==> src/rtl/multdiv_sched_pkg.sv <==
// Shared types and constants for the multiply/divide scheduler.
package multdiv_sched_pkg;

    localparam int unsigned DATA_W = 32;
    localparam int unsigned REG_W  = 5;

    localparam int unsigned DEF_TIMEOUT    = 64;
    localparam int unsigned DEF_STATUS_REG = 30;
    localparam int unsigned DEF_EXC_MULT   = 4;
    localparam int unsigned DEF_EXC_DIV    = 5;

    localparam logic OP_MULT = 1'b0;
    localparam logic OP_DIV  = 1'b1;

    typedef enum logic [2:0] {
        ST_IDLE,
        ST_START,
        ST_WAIT,
        ST_DONE,
        ST_DRAIN
    } state_e;

    typedef struct packed {
        logic              op;
        logic [DATA_W-1:0] a;
        logic [DATA_W-1:0] b;
        logic [REG_W-1:0]  rd;
    } md_req_t;

    typedef struct packed {
        logic [REG_W-1:0]  rd;
        logic [DATA_W-1:0] data;
    } md_wb_t;

endpackage

==> src/rtl/multdiv_sched_md_timeout_counter.sv <==
// Cycle counter bounding how long the scheduler waits on the unit; holds at
// its terminal count so the flag stays asserted until the next clear.
module multdiv_sched_md_timeout_counter #(
    parameter int unsigned TIMEOUT = 64
) (
    input  logic clock,
    input  logic reset,
    input  logic clear_i,
    input  logic enable_i,
    output logic tc_c
);

    localparam int unsigned CNT_W = (TIMEOUT > 1) ? $clog2(TIMEOUT) : 1;

    logic [CNT_W-1:0] cnt_q;
    logic [CNT_W-1:0] cnt_d;

    assign tc_c = (cnt_q == CNT_W'(TIMEOUT - 1));

    always_comb begin
        cnt_d = cnt_q;
        if (clear_i) begin
            cnt_d = '0;
        end else if (enable_i && !tc_c) begin
            cnt_d = cnt_q + CNT_W'(1);
        end
    end

    always_ff @(posedge clock or negedge reset) begin
        if (!reset) begin
            cnt_q <= '0;
        end else begin
            cnt_q <= cnt_d;
        end
    end

endmodule

==> src/rtl/multdiv_sched.sv <==
// Sequences one MULT/DIV operation at a time through the shared iterative
// unit and returns its result (or an rstatus exception) on a writeback port.
module multdiv_sched
    import multdiv_sched_pkg::*;
#(
    parameter int unsigned TIMEOUT    = DEF_TIMEOUT,
    parameter int unsigned STATUS_REG = DEF_STATUS_REG,
    parameter int unsigned EXC_MULT   = DEF_EXC_MULT,
    parameter int unsigned EXC_DIV    = DEF_EXC_DIV
) (
    input  logic        clock,
    input  logic        reset,
    input  logic        req_valid,
    output logic        req_ready,
    input  logic        req_op,
    input  logic [31:0] req_a,
    input  logic [31:0] req_b,
    input  logic [4:0]  req_rd,
    input  logic        flush,
    output logic [31:0] md_operandA,
    output logic [31:0] md_operandB,
    output logic        md_ctrl_MULT,
    output logic        md_ctrl_DIV,
    input  logic [31:0] md_result,
    input  logic        md_exception,
    input  logic        md_resultRDY,
    output logic        wb_valid,
    input  logic        wb_ready,
    output logic [4:0]  wb_rd,
    output logic [31:0] wb_data,
    output logic        busy
);

    state_e  state_q, state_d;
    md_req_t req_q, req_d;
    md_wb_t  wb_q, wb_d;
    logic    ctrl_mult_q, ctrl_mult_d;
    logic    ctrl_div_q, ctrl_div_d;
    logic    req_ready_q, req_ready_d;
    logic    busy_q, busy_d;
    logic    wb_valid_q, wb_valid_d;

    logic        cnt_clear;
    logic        cnt_enable;
    logic        timeout_c;
    logic [31:0] exc_code;

    assign cnt_clear  = (state_q == ST_START);
    assign cnt_enable = (state_q == ST_WAIT) || (state_q == ST_DRAIN);
    assign exc_code   = (req_q.op == OP_DIV) ? DATA_W'(EXC_DIV) : DATA_W'(EXC_MULT);

    multdiv_sched_md_timeout_counter #(
        .TIMEOUT (TIMEOUT)
    ) u_md_timeout_counter (
        .clock    (clock),
        .reset    (reset),
        .clear_i  (cnt_clear),
        .enable_i (cnt_enable),
        .tc_c     (timeout_c)
    );

    // Next-state, latch and registered-output logic.
    always_comb begin
        state_d     = state_q;
        req_d       = req_q;
        wb_d        = wb_q;
        ctrl_mult_d = 1'b0;
        ctrl_div_d  = 1'b0;

        case (state_q)
            ST_IDLE: begin
                if (req_valid && !flush) begin
                    req_d.op    = req_op;
                    req_d.a     = req_a;
                    req_d.b     = req_b;
                    req_d.rd    = req_rd;
                    ctrl_mult_d = (req_op == OP_MULT);
                    ctrl_div_d  = (req_op == OP_DIV);
                    state_d     = ST_START;
                end
            end
            ST_START: begin
                state_d = flush ? ST_DRAIN : ST_WAIT;
            end
            ST_WAIT: begin
                // A result arriving with the flush has already retired the unit.
                if (flush) begin
                    state_d = md_resultRDY ? ST_IDLE : ST_DRAIN;
                end else if (md_resultRDY) begin
                    if (md_exception) begin
                        wb_d.rd   = REG_W'(STATUS_REG);
                        wb_d.data = exc_code;
                    end else begin
                        wb_d.rd   = req_q.rd;
                        wb_d.data = md_result;
                    end
                    state_d = ST_DONE;
                end else if (timeout_c) begin
                    wb_d.rd   = REG_W'(STATUS_REG);
                    wb_d.data = exc_code;
                    state_d   = ST_DONE;
                end
            end
            ST_DONE: begin
                if (flush || wb_ready) begin
                    state_d = ST_IDLE;
                end
            end
            ST_DRAIN: begin
                if (md_resultRDY || timeout_c) begin
                    state_d = ST_IDLE;
                end
            end
            default: begin
                state_d = ST_IDLE;
            end
        endcase

        req_ready_d = (state_d == ST_IDLE);
        busy_d      = (state_d != ST_IDLE);
        wb_valid_d  = (state_d == ST_DONE);
    end

    always_ff @(posedge clock or negedge reset) begin
        if (!reset) begin
            state_q     <= ST_IDLE;
            req_q       <= '0;
            wb_q        <= '0;
            ctrl_mult_q <= 1'b0;
            ctrl_div_q  <= 1'b0;
            req_ready_q <= 1'b1;
            busy_q      <= 1'b0;
            wb_valid_q  <= 1'b0;
        end else begin
            state_q     <= state_d;
            req_q       <= req_d;
            wb_q        <= wb_d;
            ctrl_mult_q <= ctrl_mult_d;
            ctrl_div_q  <= ctrl_div_d;
            req_ready_q <= req_ready_d;
            busy_q      <= busy_d;
            wb_valid_q  <= wb_valid_d;
        end
    end

    assign req_ready    = req_ready_q;
    assign busy         = busy_q;
    assign md_operandA  = req_q.a;
    assign md_operandB  = req_q.b;
    assign md_ctrl_MULT = ctrl_mult_q;
    assign md_ctrl_DIV  = ctrl_div_q;
    assign wb_valid     = wb_valid_q;
    assign wb_rd        = wb_q.rd;
    assign wb_data      = wb_q.data;

endmodule

==> config.mk <==
export PLATFORM = sky130hd
export DESIGN_NAME = multdiv_sched
export DESIGN_NICKNAME = d
export VERILOG_FILES = /design/src/rtl/multdiv_sched_pkg.sv /design/src/rtl/multdiv_sched_md_timeout_counter.sv /design/src/rtl/multdiv_sched.sv
export SDC_FILE = /design/constraint.sdc
export NUM_CORES = 1
export LEC_CHECK = 0
export BUFFER_PORTS_ARGS = -buffer_cell sky130_fd_sc_hd__buf_2
export CAP_MARGIN = 20
export CELL_PAD_IN_SITES_DETAIL_PLACEMENT = 1
export CELL_PAD_IN_SITES_GLOBAL_PLACEMENT = 1
export CORE_AREA = 2 2 158 121
export DETAILED_ROUTE_END_ITERATION = 16
export DIE_AREA = 0 0 160 123
export PLACE_DENSITY_LB_ADDON = 0.1
export SLEW_MARGIN = 20
export SYNTH_ARGS = -nofsm -noshare
export SYNTH_HDL_FRONTEND = slang
export SYNTH_SLANG_ARGS = --single-unit
==> constraint.sdc <==
create_clock -name clock -period 3.4 [get_ports clock]
set_input_delay 0 -clock clock [delete_from_list [all_inputs] [get_ports clock]]
set_output_delay 0 -clock clock [all_outputs]
set_load 0.01 [all_outputs]
==> flow_metrics.tcl, run 1 <==
set metrics [dict create \
    die-area_um2 19700 \
    cts_buffers 17 \
    dr.first_iter.drc_count 89 \
    clkLatencyLatePin_ns 0.41 \
    r2r_start "state_q[0]" \
    yosys-mux-area-fraction 0.220 \
    maxSlewViolCount 0 \
    synth_adder_area_share 0.00234 \
    start_util 0.294 \
    min_path_type "in2reg" \
    hold_slack_ns 0.0894 \
    drc 0 \
    hold_violations 0 \
    gp_congestion 0.741 \
    crit_path_end_kind "flop" \
    yosys.area_share.xor_xnor 0.00328 \
    grt_pass1_vias 4508 \
    min_path_cells 3 \
    cp-start-kind "flop" \
    num_antenna_cells 0 \
    synthToLayoutAreaGrowth_pct 51.4 \
    cp.arrival_ns 2.42 \
    powerDensity_nw_per_um2 809 \
    rows 43 \
    grt_pass1_wl_mm 23.8 \
    synth_fp_nets 539 \
    core_um2 18200 \
    syn_area_per_cell_um2 12.4 \
    viasPerCell 4.22 \
    fin_skew_ns 0.00664 \
    worst_pin_slew_ns 0.935 \
    first_pass_iters 6 \
    synth_compound_area_frac 0.0187 \
    grt_overflow 0 \
    fp.dieH_um 123 \
    period_share 0.626 \
    antenna_found_initial 0 \
    cts-root-buf "clkbuf_16" \
    holdPathEnd "md_operandA[28]" \
    drive_gt1_frac 0.464 \
    cts_sinks 121 \
    die_w_um 160 \
    clkTransAtPathRegs_ns 0.06 \
    grt_usage 0.155 \
    wl_mm 14.8 \
    max-slew-margin-rel 0.375 \
    io_buffer_count 214 \
    vias 4063 \
    ys_types 32 \
    r2r-end "md_operandB[17]" \
    p_leak_nw 4.05 \
    ys_seq_area_frac 0.567 \
    ys_seq_elements 121 \
    ys_warn_count 0 \
    synth_simple_gate_area_share 0.0595 \
    htreeDepth 4 \
    final_antenna_net_count 0 \
    grt_setup_unrepaired "no" \
    status "finished clean" \
    path_class "reg2reg" \
    max_cap_violations 0 \
    period_needed_ns 2.13 \
    critical_path_required_ns 3.69 \
    place_hpwl_mm 9.67 \
    nets 813 \
    reg2regPathDepth 4 \
    cts_tree "yes" \
    clock_path_buffers 2 \
    setup_violations 0 \
    finalSetupTns_ns 0 \
    wl_per_cell_um 15.3 \
    fill_cells 2007 \
    fmax_mhz 470 \
    r2r_slack_ns 1.27 \
    grt_max_degree 77 \
    synth_top_family_by_area "multiplexers" \
    hp-start "req_valid" \
    cp_max_fo 62 \
    pin_count 215 \
    synthCells 429 \
    ir_drop_v 0.000346 \
    syn-cell-area_um2 5340 \
]
[per-layer routing]
layer / up-vias / share of wire / GRT usage
met3: 13 / 0.057 / 0.0500
met1: 2018 / 0.45 / 0.195
li1: 1901 / - / -
met2: 131 / 0.48 / 0.255
met5: - / 0 / 0
met4: 0 / 0.014 / 0.0501
[cell families (layout without fill, tap and decap cells)]
family	Yosys count	in the layout
AO/OA/AOI/OAI	16	16
XOR/XNOR	2	2
adder cells (fa/ha/maj)	1	1
buffers and inverters	114	401
flip-flops	121	121
multiplexers	108	108
AND/OR/NAND/NOR	67	67
[per-stage QoR]
| step | power [mW] | instances | utilization | setup WS (ns) | area (um^2) |
|---|---|---|---|---|---|
| 5_1_grt | 6.97 | 963 | 0.445 | 1.07 | 8090 |
| 6_report | 6.54 | 963 | 0.445 | 1.27 | 8090 |
| 4_1_cts | 6.64 | 963 | 0.444 | 1.23 | 8080 |
| 3_3_place_gp | 4.41 | 814 | 0.344 | 1.27 | 6260 |
| 3_5_place_dp | 4.49 | 814 | 0.344 | 1.24 | 6260 |
| 2_1_floorplan | 4.02 | 429 | - | 1.71 | 5340 |
[synth_stat cells, drive strengths merged]
cell type  instances  area, um^2
or4b               1        10.0
a21oi              3        15.0
nor3b              2        15.0
a311oi             2        17.5
or2                1        8.76
dfrtp            120        3000
clkbuf             4        15.0
mux2i             32         320
and3               1        6.26
or4                2        15.0
nor2b              1        6.26
mux2              76         856
nor3               3        15.0
a31oi              1        6.26
o21ai              6        30.0
nand2             35         131
nand3              3        15.0
nor4b              1        8.76
xnor2              2        17.5
and3b              1        8.76
dfstp              1        26.3
inv               33         124
ha                 1        12.5
nand2b             5        31.3
nor2               9        33.8
nand4              1        6.26
o2111ai            1        8.76
o31ai              2        15.0
or3                1        6.26
buf               77         548
a21o               1        7.51
[cell type report]
class                           instances  area [um^2]  area share
Clock buffer                           20          457      0.0565
Sequential cell                       121         3030       0.375
Inverter                               33          124      0.0153
Clock inverter                         12          195      0.0241
Timing Repair Buffer                  336         2310       0.286
Tap cell                              247          309      0.0382
Multi-Input combinational cell        194         1660       0.205
[report_power, final]
group / internal (mW) / total (mW) / switching [mW]
clock network: 1.34 / 1.99 / 0.655
registers: 2.12 / 2.47 / 0.354
logic: 1.06 / 2.08 / 1.02
[critical path, stage by stage, from the launching register on]
cell and delay [ns]:
dfrtp_1 0.55, nor2_1 0.12, nand3_4 0.21, buf_4 0.66, mux2_2 0.41
[state kept, by name, indices dropped and copies added (netlist names)]
signal	cells
req_q	6
state_q	3
wb_rd	5
u_md_timeout_counter.cnt_q	6
md_ctrl_MULT	1
req_ready	1
wb_data	32
md_ctrl_DIV	1
wb_valid	1
md_operandB	32
busy	1
md_operandA	32
[cell usage in the layout (no fill, tap or decap), types with 3 or more instances in the layout]
master         synthesis  routed
mux2i_1               32      32
inv_1                 33      33
nand2_1               35      35
nor3_1                 3       3
bufinv_16              0       5
clkbuf_16              0      17
o21ai_0                6       6
a21oi_1                3       3
clkinv_2               0       4
dlygate4sd3_1          0     117
buf_2                 12     213
buf_4                 65       3
nor2_1                 9       9
dfrtp_1              120     120
mux2_2                76      76
nand2b_1               5       5
[how the worst max path moves through the flow]
| stage | to | slack [ns] | start | depth (start not counted) |
|---|---|---|---|---|
| final | md_operandB[17] | 1.27 | state_q[0] | 4 |
| after global routing | md_operandA[10] | 1.07 | state_q[0] | 4 |
| after CTS | md_operandA[24] | 1.23 | state_q[0] | 4 |
| after detailed placement | md_operandA[13] | 1.24 | state_q[0] | 4 |
| after global placement | wb_data[2] | 1.27 | u_md_timeout_counter.cnt_q[0] | 6 |
| after floorplan | wb_data[10] | 1.71 | u_md_timeout_counter.cnt_q[0] | 7 |
[repair_timing]
action / CTS / global route
hold buffers: 117 / 0
endpoints found under the hold margin: 183 / 0
resized for setup: 0 / 0
setup buffers: 0 / 0
Note: power is estimated with default switching activity, not from simulation.
==> run 2: changes to the inputs <==
==> constraint.sdc (replaced) <==
create_clock -name clock -period 2.2 [get_ports clock]
set_input_delay 0 -clock clock [delete_from_list [all_inputs] [get_ports clock]]
set_output_delay 0 -clock clock [all_outputs]
set_load 0.01 [all_outputs]
==> run 2 against run 1 <==
- flip-flop and latch count did not move
- highest routed layer unchanged
- critical path type unchanged
- register-to-register slack got worse by 1.0 ns
- design area fell by 0.88%
- critical endpoint is now wb_data[20]
- maximum frequency rose by 7.8%
- combinational power rose by 57%
- sequential share of layout area rose by 0.33 points
- worst hold slack got worse by 0.072 ns
- die area did not move
==> flow_metrics.tcl, run 2 (synthesized netlist as in run 1, its figures left out) <==
set metrics [dict create \
    status "finished clean" \
    cts_tree "yes" \
    vias 4054 \
    core_um2 18200 \
    intPower_mw 7.00 \
    htreeDepth 4 \
    viasPerCell 4.24 \
    period_share 0.896 \
    wl_mm 14.9 \
    dr.first_iter.drc_count 137 \
    clock_path_buffers 2 \
    die_w_um 160 \
    powerDensity_nw_per_um2 1260 \
    start_util 0.294 \
    final_antenna_net_count 0 \
    max-slew-margin-rel 0.540 \
    seqPwrFrac 0.376 \
    clkLatencyLatePin_ns 0.41 \
    wl_per_cell_um 15.5 \
    dpl.cell_count 821 \
    mostFrequentLayoutCell "buf_2" \
    fmax_mhz 507 \
    grt_pass1_wl_mm 24.5 \
    drive_gt1_frac 0.473 \
    num_antenna_cells 0 \
    fill_cells 1976 \
    grt_overflow 0 \
    hold_slack_ns 0.0170 \
    final_core_util 0.441 \
    mostFrequentLayoutCells "buf_2 (213), dfrtp_1 (120), dlygate4sd3_1 (106)" \
    grt_usage 0.159 \
    pwr-share-comb 0.322 \
    clock_power_share 0.302 \
    fin_skew_ns 0.00929 \
    finalSetupTns_ns 0 \
    instances_no_fill 957 \
    place_hpwl_mm 9.96 \
    crit_path_end_kind "flop" \
    grt_max_degree 65 \
    ir_drop_v 0.000489 \
    period_needed_ns 1.97 \
    antenna_found_initial 0 \
    cp_max_fo 13 \
    fp.dieH_um 123 \
    drc 0 \
    p_leak_nw 4.04 \
    hold_violations 0 \
    critical_path_required_ns 2.52 \
    min_path_type "in2reg" \
    power.switching_mw 3.11 \
    cts.repair.resized 0 \
    worst_pin_slew_ns 0.690 \
    setup_violations 0 \
    pin_count 215 \
    rows 43 \
    synthToLayoutAreaGrowth_pct 50.1 \
    r2r_start "u_md_timeout_counter.cnt_q[0]" \
    worstSetupStartpoint "u_md_timeout_counter.cnt_q[0]" \
    max_cap_violations 0 \
    hp-start "md_resultRDY" \
    cp-start-kind "flop" \
    clkTransAtPathRegs_ns 0.06 \
    cts_buffers 17 \
    die-area_um2 19700 \
    total_power_mw 10.1 \
    cts_sinks 121 \
    gp_congestion 0.750 \
    cts_hold_buf 106 \
    grt_setup_unrepaired "no" \
    cp.arrival_ns 2.29 \
    grt_pass1_vias 4661 \
    first_pass_iters 4 \
    cts-root-buf "clkbuf_16" \
    nets 809 \
    path_class "reg2reg" \
    switching_share 0.308 \
    cts_setup_buffers 0 \
    maxSlewViolCount 0 \
    io_buffer_count 214 \
]
-- run 2: cell count changes in the layout (fill, tap and decap cells not counted) --
cell,delta
inv_6,-1
clkinv_4,-1
clkbuf_1,+1
buf_6,-1
dlygate4sd3_1,-11
clkbuf_8,+1
clkinv_2,-2
buf_4,+8
-- run 2: layout make-up --
| type | instances | area (um^2) | area share |
|---|---|---|---|
| Multi-Input combinational cell | 194 | 1660 | 0.207 |
| Tap cell | 247 | 309 | 0.0386 |
| Sequential cell | 121 | 3030 | 0.378 |
| Clock inverter | 8 | 168 | 0.0209 |
| Timing Repair Buffer | 332 | 2250 | 0.281 |
| Inverter | 33 | 124 | 0.0155 |
| Clock buffer | 22 | 474 | 0.0592 |
-- run 2: per-stage QoR --
step                      cell area (um^2)  worst slack, ns
after floorplan                       5340            0.509
after global placement                6310            0.315
after detailed placement              6310            0.209
after CTS                             8020            0.187
after global routing                  8020           0.0531
final                                 8020            0.228
-- run 2: worst max-delay path, stage by stage (launching register included) --
cell and delay [ns]:
dfrtp_1 0.41, ha_1 0.24, nand3_1 0.12, nor2_1 0.12
o2111ai_4 0.50, buf_4 0.28, mux2i_1 0.22
-- run 2: path summary, 6_finish.rpt --
| kind | cells after the start | slack, ns | to |
|---|---|---|---|
| setup / recovery | 6 | 0.23 | wb_data[20] |
| hold / removal | 3 | 0.02 | wb_valid |
| setup reg to reg | 6 | 0.23 | wb_data[20] |
| hold reg to reg | 1 | 0.48 | req_q[69] |
| max in group asynchronous | 3 | 1.33 | req_ready |
| min in group asynchronous | 2 | 0.10 | wb_data[19] |
-- run 2: per-layer routing --
layer	up-vias	track usage	part of all wire
met5	-	0	0
met4	0	0.0529	0.0088
met3	9	0.0460	0.060
met2	128	0.280	0.51
met1	2026	0.188	0.42
li1	1891	-	-
-- run 2: power groups by stage --
stage,clock network (mW),registers [mW],logic [mW]
6_report,3.05,3.80,3.26
5_1_grt,3.25,3.96,3.59
4_1_cts,3.15,3.82,3.31
3_5_place_dp,0,3.83,3.16
3_3_place_gp,0,3.77,3.07
2_1_floorplan,0,3.90,2.32
